File: config.mk
export PLATFORM = sky130hd
export DESIGN_NAME = dcache_resp_flat
export DESIGN_NICKNAME = d
export VERILOG_FILES = /design/src/rtl/dcache_resp_if.sv /design/src/rtl/dcache_resp.sv /design/src/flat_wrapper.sv
export SDC_FILE = /design/constraint.sdc
export NUM_CORES = 1
export LEC_CHECK = 0
export ABC_AREA = 1
export CORE_AREA = 5 5 369 371
export CTS_BUF_LIST = sky130_fd_sc_hd__clkbuf_4 sky130_fd_sc_hd__clkbuf_8
export CTS_CLUSTER_SIZE = 24
export DETAILED_ROUTE_END_ITERATION = 10
export DIE_AREA = 0 0 374 376
export SLEW_MARGIN = 20
export SYNTH_ARGS = -nofsm -noshare
export SYNTH_HDL_FRONTEND = slang
export SYNTH_SLANG_ARGS = --single-unit
File: constraint.sdc
create_clock -name clk -period 14.1 [get_ports clk]
set_input_delay 3.525 -clock clk [delete_from_list [all_inputs] [get_ports clk]]
set_output_delay 3.525 -clock clk [all_outputs]
set_load 0.01 [all_outputs]
File: src/rtl/dcache_resp_if.sv
// dcache_resp_if
//   Bundles the core-side request port, the backing-memory port and the
//   hit/miss statistics of the dcache_resp controller.
//   slave  : the cache controller (responds to the core, initiates to memory)
//   master : the environment (core + backing RAM)
// Ports (signals):
//   cpu_req/cpu_we/cpu_addr/cpu_wdata/cpu_inval  core request
//   cpu_busy/cpu_ack/cpu_rdata                   core response
//   mem_req/mem_we/mem_addr/mem_wdata            memory request
//   mem_rdata/mem_ack                            memory response
//   hit_cnt/miss_cnt                             load statistics
interface dcache_resp_if #(
  parameter int ADDR_W = 32,
  parameter int DATA_W = 32
);
  logic              cpu_req;
  logic              cpu_we;
  logic [ADDR_W-1:0] cpu_addr;
  logic [DATA_W-1:0] cpu_wdata;
  logic              cpu_inval;
  logic              cpu_busy;
  logic              cpu_ack;
  logic [DATA_W-1:0] cpu_rdata;
  logic              mem_req;
  logic              mem_we;
  logic [ADDR_W-1:0] mem_addr;
  logic [DATA_W-1:0] mem_wdata;
  logic [DATA_W-1:0] mem_rdata;
  logic              mem_ack;
  logic [15:0]       hit_cnt;
  logic [15:0]       miss_cnt;

  modport slave (
    input  cpu_req, cpu_we, cpu_addr, cpu_wdata, cpu_inval, mem_rdata, mem_ack,
    output cpu_busy, cpu_ack, cpu_rdata, mem_req, mem_we, mem_addr, mem_wdata,
           hit_cnt, miss_cnt
  );

  modport master (
    output cpu_req, cpu_we, cpu_addr, cpu_wdata, cpu_inval, mem_rdata, mem_ack,
    input  cpu_busy, cpu_ack, cpu_rdata, mem_req, mem_we, mem_addr, mem_wdata,
           hit_cnt, miss_cnt
  );
endinterface

File: src/rtl/dcache_resp.sv
// dcache_resp
//   Direct-mapped, write-through, no-write-allocate data cache with one-word
//   lines. Accepts word loads/stores from the core, serves load hits locally
//   and forwards load misses and every store to the backing RAM.
// Ports:
//   clk  : clock, rising edge
//   rst  : asynchronous active-high reset
//   bus  : dcache_resp_if.slave (core port, memory port, statistics)
//
// state     | meaning
// ----------+--------------------------------------------------------------
// S_IDLE    | waiting for cpu_req / cpu_inval; cpu_ack pulses here
// S_LOOKUP  | tag compare on the latched request, decide hit/miss/store
// S_MISS_RD | load miss: memory read outstanding, line filled on mem_ack
// S_WR_THRU | store: memory write outstanding, done on mem_ack
module dcache_resp #(
  parameter int ADDR_W     = 32,
  parameter int DATA_W     = 32,
  parameter int INDEX_BITS = 4
) (
  input  logic        clk,
  input  logic        rst,
  dcache_resp_if.slave bus
);

  localparam int LINES = 1 << INDEX_BITS;
  localparam int WA_W  = ADDR_W - 2;
  localparam int TAG_W = ADDR_W - INDEX_BITS - 2;

  typedef enum logic [1:0] {S_IDLE, S_LOOKUP, S_MISS_RD, S_WR_THRU} state_t;

  state_t            r_state;
  state_t            w_next;

  logic [LINES-1:0]  r_valid;
  logic [TAG_W-1:0]  r_tag  [LINES];
  logic [DATA_W-1:0] r_data [LINES];

  // Latched request; only the word address is kept since access is word-only.
  logic [WA_W-1:0]   r_waddr;
  logic              r_we;
  logic [DATA_W-1:0] r_wdata;

  logic              r_cpu_ack;
  logic [DATA_W-1:0] r_cpu_rdata;
  logic              r_mem_req;
  logic              r_mem_we;
  logic [ADDR_W-1:0] r_mem_addr;
  logic [DATA_W-1:0] r_mem_wdata;
  logic [15:0]       r_hit_cnt;
  logic [15:0]       r_miss_cnt;

  logic [INDEX_BITS-1:0] w_idx;
  logic [TAG_W-1:0]      w_tag;
  logic                  w_hit;
  logic                  w_accept;
  logic                  w_inval;
  logic                  w_load_hit;
  logic                  w_load_miss;
  logic                  w_store;
  logic                  w_fill;
  logic                  w_wr_done;
  logic                  w_unused_addr_lsb;

  assign w_unused_addr_lsb = ^bus.cpu_addr[1:0];

  assign w_idx = r_waddr[INDEX_BITS-1:0];
  assign w_tag = r_waddr[WA_W-1:INDEX_BITS];
  assign w_hit = r_valid[w_idx] && (r_tag[w_idx] == w_tag);

  // State register
  always_ff @(posedge clk or posedge rst) begin
    if (rst) r_state <= S_IDLE;
    else     r_state <= w_next;
  end

  // Next-state logic
  always_comb begin
    w_next = r_state;
    case (r_state)
      S_IDLE:    if (!bus.cpu_inval && bus.cpu_req) w_next = S_LOOKUP;
      S_LOOKUP:  begin
        if (r_we)       w_next = S_WR_THRU;
        else if (w_hit) w_next = S_IDLE;
        else            w_next = S_MISS_RD;
      end
      S_MISS_RD: if (bus.mem_ack) w_next = S_IDLE;
      S_WR_THRU: if (bus.mem_ack) w_next = S_IDLE;
      default:   w_next = S_IDLE;
    endcase
  end

  // Output/strobe decode; mem_ack only matters in the two waiting states,
  // so a stray ack in IDLE (e.g. after a reset abandoned a transaction) is dropped.
  always_comb begin
    w_accept    = 1'b0;
    w_inval     = 1'b0;
    w_load_hit  = 1'b0;
    w_load_miss = 1'b0;
    w_store     = 1'b0;
    w_fill      = 1'b0;
    w_wr_done   = 1'b0;
    case (r_state)
      S_IDLE: begin
        w_inval  = bus.cpu_inval;
        w_accept = bus.cpu_req && !bus.cpu_inval;
      end
      S_LOOKUP: begin
        w_store     = r_we;
        w_load_hit  = !r_we && w_hit;
        w_load_miss = !r_we && !w_hit;
      end
      S_MISS_RD: w_fill    = bus.mem_ack;
      S_WR_THRU: w_wr_done = bus.mem_ack;
      default: ;
    endcase
  end

  always_ff @(posedge clk or posedge rst) begin
    if (rst) begin
      r_valid     <= '0;
      r_waddr     <= '0;
      r_we        <= 1'b0;
      r_wdata     <= '0;
      r_cpu_ack   <= 1'b0;
      r_cpu_rdata <= '0;
      r_mem_req   <= 1'b0;
      r_mem_we    <= 1'b0;
      r_mem_addr  <= '0;
      r_mem_wdata <= '0;
      r_hit_cnt   <= '0;
      r_miss_cnt  <= '0;
    end else begin
      if (w_accept) begin
        r_waddr <= bus.cpu_addr[ADDR_W-1:2];
        r_we    <= bus.cpu_we;
        r_wdata <= bus.cpu_wdata;
      end

      if (w_inval)     r_valid        <= '0;
      else if (w_fill) r_valid[w_idx] <= 1'b1;

      r_cpu_ack <= w_load_hit || w_fill || w_wr_done;

      if (w_load_hit)  r_cpu_rdata <= r_data[w_idx];
      else if (w_fill) r_cpu_rdata <= bus.mem_rdata;

      if (w_load_miss || w_store) begin
        r_mem_req  <= 1'b1;
        r_mem_we   <= w_store;
        r_mem_addr <= {r_waddr, 2'b00};
      end else if (w_fill || w_wr_done) begin
        r_mem_req <= 1'b0;
        r_mem_we  <= 1'b0;
      end

      if (w_store) r_mem_wdata <= r_wdata;

      if (w_load_hit && (r_hit_cnt != 16'hFFFF))   r_hit_cnt  <= r_hit_cnt + 16'd1;
      if (w_load_miss && (r_miss_cnt != 16'hFFFF)) r_miss_cnt <= r_miss_cnt + 16'd1;
    end
  end

  // Tag/data storage needs no reset: the valid bits gate every use.
  // A store miss leaves the line untouched (no write-allocate).
  always_ff @(posedge clk) begin
    if (w_fill) begin
      r_tag[w_idx]  <= w_tag;
      r_data[w_idx] <= bus.mem_rdata;
    end else if (w_store && w_hit) begin
      r_data[w_idx] <= r_wdata;
    end
  end

  assign bus.cpu_busy  = (r_state != S_IDLE);
  assign bus.cpu_ack   = r_cpu_ack;
  assign bus.cpu_rdata = r_cpu_rdata;
  assign bus.mem_req   = r_mem_req;
  assign bus.mem_we    = r_mem_we;
  assign bus.mem_addr  = r_mem_addr;
  assign bus.mem_wdata = r_mem_wdata;
  assign bus.hit_cnt   = r_hit_cnt;
  assign bus.miss_cnt  = r_miss_cnt;

endmodule

File: src/flat_wrapper.sv
// flat-port wrapper written by rule: the top's interface ports become plain ports
module dcache_resp_flat 
#(
  parameter int ADDR_W     = 32,
  parameter int DATA_W     = 32,
  parameter int INDEX_BITS = 4
)
  (clk, rst, bus_cpu_req, bus_cpu_we, bus_cpu_addr, bus_cpu_wdata, bus_cpu_inval, bus_mem_rdata, bus_mem_ack, bus_cpu_busy, bus_cpu_ack, bus_cpu_rdata, bus_mem_req, bus_mem_we, bus_mem_addr, bus_mem_wdata, bus_hit_cnt, bus_miss_cnt);
  dcache_resp_if #(.ADDR_W(ADDR_W), .DATA_W(DATA_W)) bus_i ();
  input  logic clk;
  input  logic rst;
  input wire logic [$bits(bus_i.cpu_req)-1:0] bus_cpu_req;
  input wire logic [$bits(bus_i.cpu_we)-1:0] bus_cpu_we;
  input wire logic [$bits(bus_i.cpu_addr)-1:0] bus_cpu_addr;
  input wire logic [$bits(bus_i.cpu_wdata)-1:0] bus_cpu_wdata;
  input wire logic [$bits(bus_i.cpu_inval)-1:0] bus_cpu_inval;
  input wire logic [$bits(bus_i.mem_rdata)-1:0] bus_mem_rdata;
  input wire logic [$bits(bus_i.mem_ack)-1:0] bus_mem_ack;
  output wire logic [$bits(bus_i.cpu_busy)-1:0] bus_cpu_busy;
  output wire logic [$bits(bus_i.cpu_ack)-1:0] bus_cpu_ack;
  output wire logic [$bits(bus_i.cpu_rdata)-1:0] bus_cpu_rdata;
  output wire logic [$bits(bus_i.mem_req)-1:0] bus_mem_req;
  output wire logic [$bits(bus_i.mem_we)-1:0] bus_mem_we;
  output wire logic [$bits(bus_i.mem_addr)-1:0] bus_mem_addr;
  output wire logic [$bits(bus_i.mem_wdata)-1:0] bus_mem_wdata;
  output wire logic [$bits(bus_i.hit_cnt)-1:0] bus_hit_cnt;
  output wire logic [$bits(bus_i.miss_cnt)-1:0] bus_miss_cnt;
  assign bus_i.cpu_req = bus_cpu_req;
  assign bus_i.cpu_we = bus_cpu_we;
  assign bus_i.cpu_addr = bus_cpu_addr;
  assign bus_i.cpu_wdata = bus_cpu_wdata;
  assign bus_i.cpu_inval = bus_cpu_inval;
  assign bus_i.mem_rdata = bus_mem_rdata;
  assign bus_i.mem_ack = bus_mem_ack;
  assign bus_cpu_busy = bus_i.cpu_busy;
  assign bus_cpu_ack = bus_i.cpu_ack;
  assign bus_cpu_rdata = bus_i.cpu_rdata;
  assign bus_mem_req = bus_i.mem_req;
  assign bus_mem_we = bus_i.mem_we;
  assign bus_mem_addr = bus_i.mem_addr;
  assign bus_mem_wdata = bus_i.mem_wdata;
  assign bus_hit_cnt = bus_i.hit_cnt;
  assign bus_miss_cnt = bus_i.miss_cnt;
  dcache_resp #(.ADDR_W(ADDR_W), .DATA_W(DATA_W), .INDEX_BITS(INDEX_BITS)) u_core (.clk(clk), .rst(rst), .bus(bus_i));
endmodule
Yosys cells after proc, flatten, opt, wreduce, memory -nomap -nowiden

Memory sizes are Yosys's and may differ from the RTL's. A register that Yosys moved wholly into a read port is not among the register bits.
Index checks and enable logic that the tools add are counted.

$lt $le $gt $ge: 2
Bitwise operators: 2
Add/sub/neg operators: 2
Reductions and logical operators: 22
Multiplexer cells: 27
Equal/unequal tests: 8

Operator list:

| operator              | count |
|---|---|
| $add 16x1->16 const B | 2 |
| $mux 16               | 2 |
| $mux 32               | 1 |
| $ne 16x16->1 const B  | 2 |
| $eq 26x26->1          | 1 |
| $mux 1                | 17 |
| $or 16x16->16         | 1 |
| $logic_and 1x1->1     | 8 |
| $mux 2                | 4 |
| $reduce_bool 2->1     | 4 |
| $pmux 2 s3            | 1 |
| $lt 4x5->1 const B    | 1 |
| $bmux 1 s4            | 1 |
| $demux 1 s4           | 1 |
| $eq 2x2->1 const B    | 2 |
| $ge 4x1->1 const B    | 1 |
| $logic_or 1x1->1      | 4 |
| $ne 2x1->1 const B    | 2 |
| $logic_not 1->1       | 3 |
| $eq 2x1->1 const B    | 1 |
| $logic_not 2->1       | 1 |
| $reduce_and 2->1      | 1 |
| $reduce_or 2->1       | 1 |
| $or 1x1->1            | 1 |

Register bits after elaboration: 178
Output and inout port bits: 132
Memories: 2
RAM bits: 928
Input port bits: 102
Word-level logic and storage cells: 77

Memory list:

| memory        | words | bits a word | read ports | clocked after memory_dff | wr ports | line              | RTL |
|---|---|---|---|---|---|---|---|
| u_core.r_data | 16    | 32          | 1          | 1                        | 1        | dcache_resp.sv:37 | `logic [DATA_W-1:0] r_data [LINES];` |
| u_core.r_tag  | 16    | 26          | 1          | 0                        | 1        | dcache_resp.sv:36 | `logic [TAG_W-1:0] r_tag [LINES];` |

Depth between registers and ports, before layout

Depth in word-level cells: 8
Gate-level depth with buffers: 25
Gate-level depth less buffers: 21

Worst setup path after synthesis

Ideal clock, no wire load.

Path kind: in2reg
Start: input port bus_mem_ack
End: memory u_core.r_data[10][0], enable pin
Data arrival time: 6.358 ns
Stages: 7
Required time: 13.639 ns
Path buffers: 1
Path slack: 7.281 ns
Library setup time: 0.461 ns
Cells stage by stage: nand2_1 -> nor2_1 -> inv_1 -> nand2_1 -> inv_2 -> buf_2 -> nor3_1

Longest elaborated chain between the ends: 4
Elaborated cells on any way between the ends: 6
Classes of those cells: mux (5); bitwise (1)

Ends and longest elaborated chain:

| element                          | line                                   | RTL |
|---|---|---|
| start: declaration               | flat_wrapper.sv:18                     | `input wire logic [$bits(bus_i.mem_ack)-1:0] bus_mem_ack;` |
| $mux 1 (*)                       | dcache_resp.sv:103                     | `case (r_state)` |
| $mux 1                           | dcache_resp.sv:167                     | `if (w_fill) begin` |
| $mux 1, on equally long branches | dcache_resp.sv:169, dcache_resp.sv:171 |  |
| $or 1x1->1 (no line) (*)         | n/a                                    |  |
| end: declaration                 | dcache_resp.sv:37                      |  |

Every way passes the cells marked *; elsewhere a longest branch is shown, timed or not.

Worst setup path in the final report

Start: register u_core.r_waddr[1]
End: memory u_core.r_data[6][14], enable pin

Longest elaborated chain between the ends: 8
Elaborated cells on any way between the ends: 10
Classes of those cells: eq/ne (1); mux (5); bitwise (1); reduce/logical (2); memory (1)

Ends and longest elaborated chain:

| element                                            | line               | RTL |
|---|---|---|
| start: declaration                                 | dcache_resp.sv:40  | `logic [WA_W-1:0] r_waddr;` |
| start signal: assignment                           | dcache_resp.sv:135 | `r_waddr <= bus.cpu_addr[ADDR_W-1:2];` |
| $mem_v2 16x26 / $bmux 1 s4 (equally long branches) | n/a                |  |
| $eq 26x26->1 / $mux 1 (equally long branches)      | dcache_resp.sv:69  | `assign w_hit = r_valid[w_idx] && (r_tag[w_idx] == w_tag);` |
| $logic_and 1x1->1                                  | dcache_resp.sv:69  |  |
| $logic_and 1x1->1                                  | dcache_resp.sv:170 | `end else if (w_store && w_hit) begin` |
| $mux 1                                             | dcache_resp.sv:170 |  |
| $mux 1                                             | dcache_resp.sv:167 |  |
| $mux 1 (implied by the code)                       | dcache_resp.sv:171 | `r_data[w_idx] <= r_wdata;` |
| $or 1x1->1 (no line)                               | n/a                |  |

Parallel ways exist; a longest one is shown, timed or not. The select of a mux whose other input is x is not followed.

==> qor.csv <==
stage,metric,value,unit
cells_and_area,# fillers,12434,
route,TritonRoute pass-1 iters,5,
timing,min Tclk post-route,7340,ps
floorplan,Starting Density,34.7,%
synth,Netlist Area Pre-Place,46100,sq um
setup_path,Slowest Stage Delay on Critical Path,980,ps
clock_tree,clock sink total,1138,
synth,Post-Synthesis Cells,4016,
timing,achievable frequency,136,MHz
global_routing,total gr overflow,0,
status,status,completed,
synth,#FFs+latches synth,1138,
synth,top_reg_cell synth,edfxtp_1,
setup_path,critical path arrival,7830,ps
timing,Slew @ Worst Pin,1160,ps
synth,largest family of logic cells by synthesized area,simple AND/OR/NAND/NOR gates,
timing,Pins Over Slew Limit,0,
route,Avg WL per Cell,21.1,um
clock_tree,Num CTS Buffers,185,
worst_hold_path,Hold Crit Class,flop to flop,
global_routing,antenna violations before repair,2,
clock_tree,CTS resizes,0,
route,1st-iter DRT viols,3132,
flow_run,max-cap viol count,0,
setup_path,crit path capture type,flop,
timing,Final Cycle Share,52.0,%
setup_path,CP Max Fanout,73,
cells_and_area,area growth from synthesis to layout,17.9,%
clock_tree,CTS tree,done,
synth,sequential area share after synthesis,71.9,%
route,Via Count,31446,
floorplan,Ports,234,
global_routing,first-pass GRT wire length,195,mm
floorplan,core area,133000,sq um
clock_tree,H-tree lvl count,4,
timing,Setup Total Neg Slack,0,ps
route,drt drc,0,
cells_and_area,Final Util,41.0,%
synth,asr flop ratio synth,18.5,%
synth,Synth Area in Adders,0.0543,%
clock_tree,CTS Buffer Depth,3,
synth,post-synthesis average cell area,11.5,sq um
cells_and_area,"commonest non-fill, non-tap cell in the layout",nand2_1,
setup_path,CP most frequent cell,nand2_1,
synth,Post-Synth XOR/XNOR Area,0.475,%
timing,relative slew slack,22.4,%
clock_tree,Root Driver,clkbuf_8,
synth,Synth Area in Compound Gates,7.41,%
cells_and_area,most frequent cells in the layout,"nand2_1 (1400), edfxtp_1 (928), a22oi_1 (256)",
floorplan,die outline area,141000,sq um
route,Vias/cell,5.05,
synth,fraction of synthesized area in multiplexers,0.0734,%
clock_tree,postcts setup bufs,0,
synth,number of distinct library cells after synthesis,32,
setup_path,crit-path cells,"buf_4, clkinv_2, nand2_2, inv_4, buf_4, nand2_1, nand4_1, nand2_1, nand2_1, o21bai_1, nand2_1, nor2_1, nand3_1, nor2_2, nand3_2, buf_4, nand2_1, inv_2, nor3_2, buf_4",
timing,final setup vio count,0,
global_routing,vias in the first global route,30580,
timing,tightest hold margin,479,ps
synth,Post-synth EDFFs,928,
power_and_ir_drop,Pleak,20.6,nW
power_and_ir_drop,Max IR drop VDD,0.150,mV
timing,final hold vios,0,
floorplan,row count,134,
timing,Worst Clk Skew,67.2,ps
clock_tree,Clock transition at path regs,60,ps
placed_design,final HPWL from detailed placement,71.8,mm
placed_design,Post-DP Area,50500,sq um
placed_design,GP Congestion,0.822,
floorplan,Die X,374,um
clock_tree,CTS Hold Buffers Added,0,
timing,RSZ-0062 raised after global routing,no,
power_and_ir_drop,PwrDens,201,nW/um^2
route,antenna-violating nets left,0,
synth,synth warn,0,
setup_path,Critical Path RT,14590,ps
route,final WL,132,mm
placed_design,Port Buffers,229,
setup_path,CP max-delay cell,clkinv_2,
global_routing,largest net degree at the start of global routing,116,
global_routing,Total GRT Usage,18.1,%
synth,simple-gate share of the synthesized area,16.8,%
cells_and_area,fin area,54300,sq um
cells_and_area,layout cells sized above 1,10.1,%
clock_tree,clock insertion delay at the later pin of the skew report,900,ps
setup_path,Crit Path Class,flop to flop,
floorplan,die height,376,um
setup_path,CP startpoint kind,flop,
cells_and_area,Final nets,4402,
area by class of cell:
| cell class | instances | area, sq um | share of cell area, % |
|---|---|---|---|
| Antenna cell | 4 | 10.0 | 0.0184 |
| Clock buffer | 281 | 3380 | 6.22 |
| Clock inverter | 58 | 409 | 0.753 |
| Inverter | 166 | 644 | 1.19 |
| Multi-Input combinational cell | 2507 | 11700 | 21.5 |
| Sequential cell | 1138 | 33100 | 61.0 |
| Tap cell | 1768 | 2210 | 4.07 |
| Timing Repair Buffer | 300 | 2850 | 5.24 |
cell families after synthesis:
kind of cell / after synthesis
flip-flops: 1138
AO/OA/AOI/OAI: 550
AND/OR/NAND/NOR: 1925
other: 1
multiplexers: 3
buffers and inverters: 372
XOR/XNOR: 25
adder cells (fa/ha/maj): 2
cell usage after synthesis (3+ instances only):
cell      number  share of area, %
clkinv_1      22              0.18
xor2_1        19              0.36
clkbuf_1     115              0.94
dfrtp_1      210                11
mux2_2         3             0.073
nand3_1      136               1.5
nand2_1     1402                11
nor3_1        44              0.48
nand4_1       57              0.77
a22oi_1      256               4.2
a21oi_1      195               2.1
inv_2          9             0.073
nor2_2         7             0.095
nor4_1        44              0.60
buf_2         67              0.73
buf_1         20              0.16
xnor2_1        6              0.11
nor2_1       232               1.9
o21ai_1       22              0.24
edfxtp_1     928                61
inv_1        135               1.1
o21ai_0       71              0.77
metal layers:
layer	track usage [%]	up-vias	routed length (um)
met2	29.1	1287	61300
met1	24.9	15339	56400
met5	0	-	0
met3	4.05	234	10600
met4	5.33	0	3280
li1	-	14586	-
state kept, by name, summed over array words and instances, names as in the netlist:
name and count:
u_core.r_data 512, u_core.r_tag 416, u_core.bus.cpu_rdata 32, u_core.bus.mem_wdata 32, u_core.r_wdata 32, u_core.bus.mem_addr 30
u_core.r_waddr 30, u_core.bus.hit_cnt 16, u_core.bus.miss_cnt 16, u_core.r_valid 16, u_core.r_state 2, u_core.bus.cpu_ack 1
u_core.bus.mem_req 1, u_core.bus.mem_we 1, u_core.r_we 1
through the flow:
step	std cells	power [W]	setup slack, ps
CTS	6218	0.0110	6740
finish	6222	0.0109	6760
global route	6221	0.0116	6320
floorplan	4017	0.00664	4840
global placement	5878	0.00803	6800
detailed placement	5879	0.00808	6800
worst max-delay path, delay by kind of cell, from the launching register on:
kind                   cells  cell delay [ps]
AND/OR/NAND/NOR           12             2860
buffers and inverters      7             3440
flip-flops                 1              350
AO/OA/AOI/OAI              1              140
path summary, 6_finish.rpt:
path	from	to	slack (ps)	cells after the start
max	u_core.r_waddr[1]$_DFFE_PP0P_	u_core.r_data[6][14]$_DFFE_PP_	6760	20
min	u_core.bus.cpu_rdata[24]$_DFFE_PP0P_	u_core.bus.cpu_rdata[24]$_DFFE_PP0P_	480	2
max reg2reg	u_core.r_waddr[1]$_DFFE_PP0P_	u_core.r_data[6][14]$_DFFE_PP_	6760	20
min reg2reg	u_core.bus.cpu_rdata[24]$_DFFE_PP0P_	u_core.bus.cpu_rdata[24]$_DFFE_PP0P_	480	2
max in group asynchronous	rst	u_core.bus.mem_wdata[11]$_DFFE_PP0P_	9470	3
min in group asynchronous	rst	u_core.bus.mem_addr[25]$_DFFE_PP0P_	3160	2
power breakdown:
part           switching, W  internal, W
clock network       0.00131      0.00159
registers          0.000366      0.00417
logic               0.00238      0.00110
Note: power is estimated with default switching activity, not from simulation.
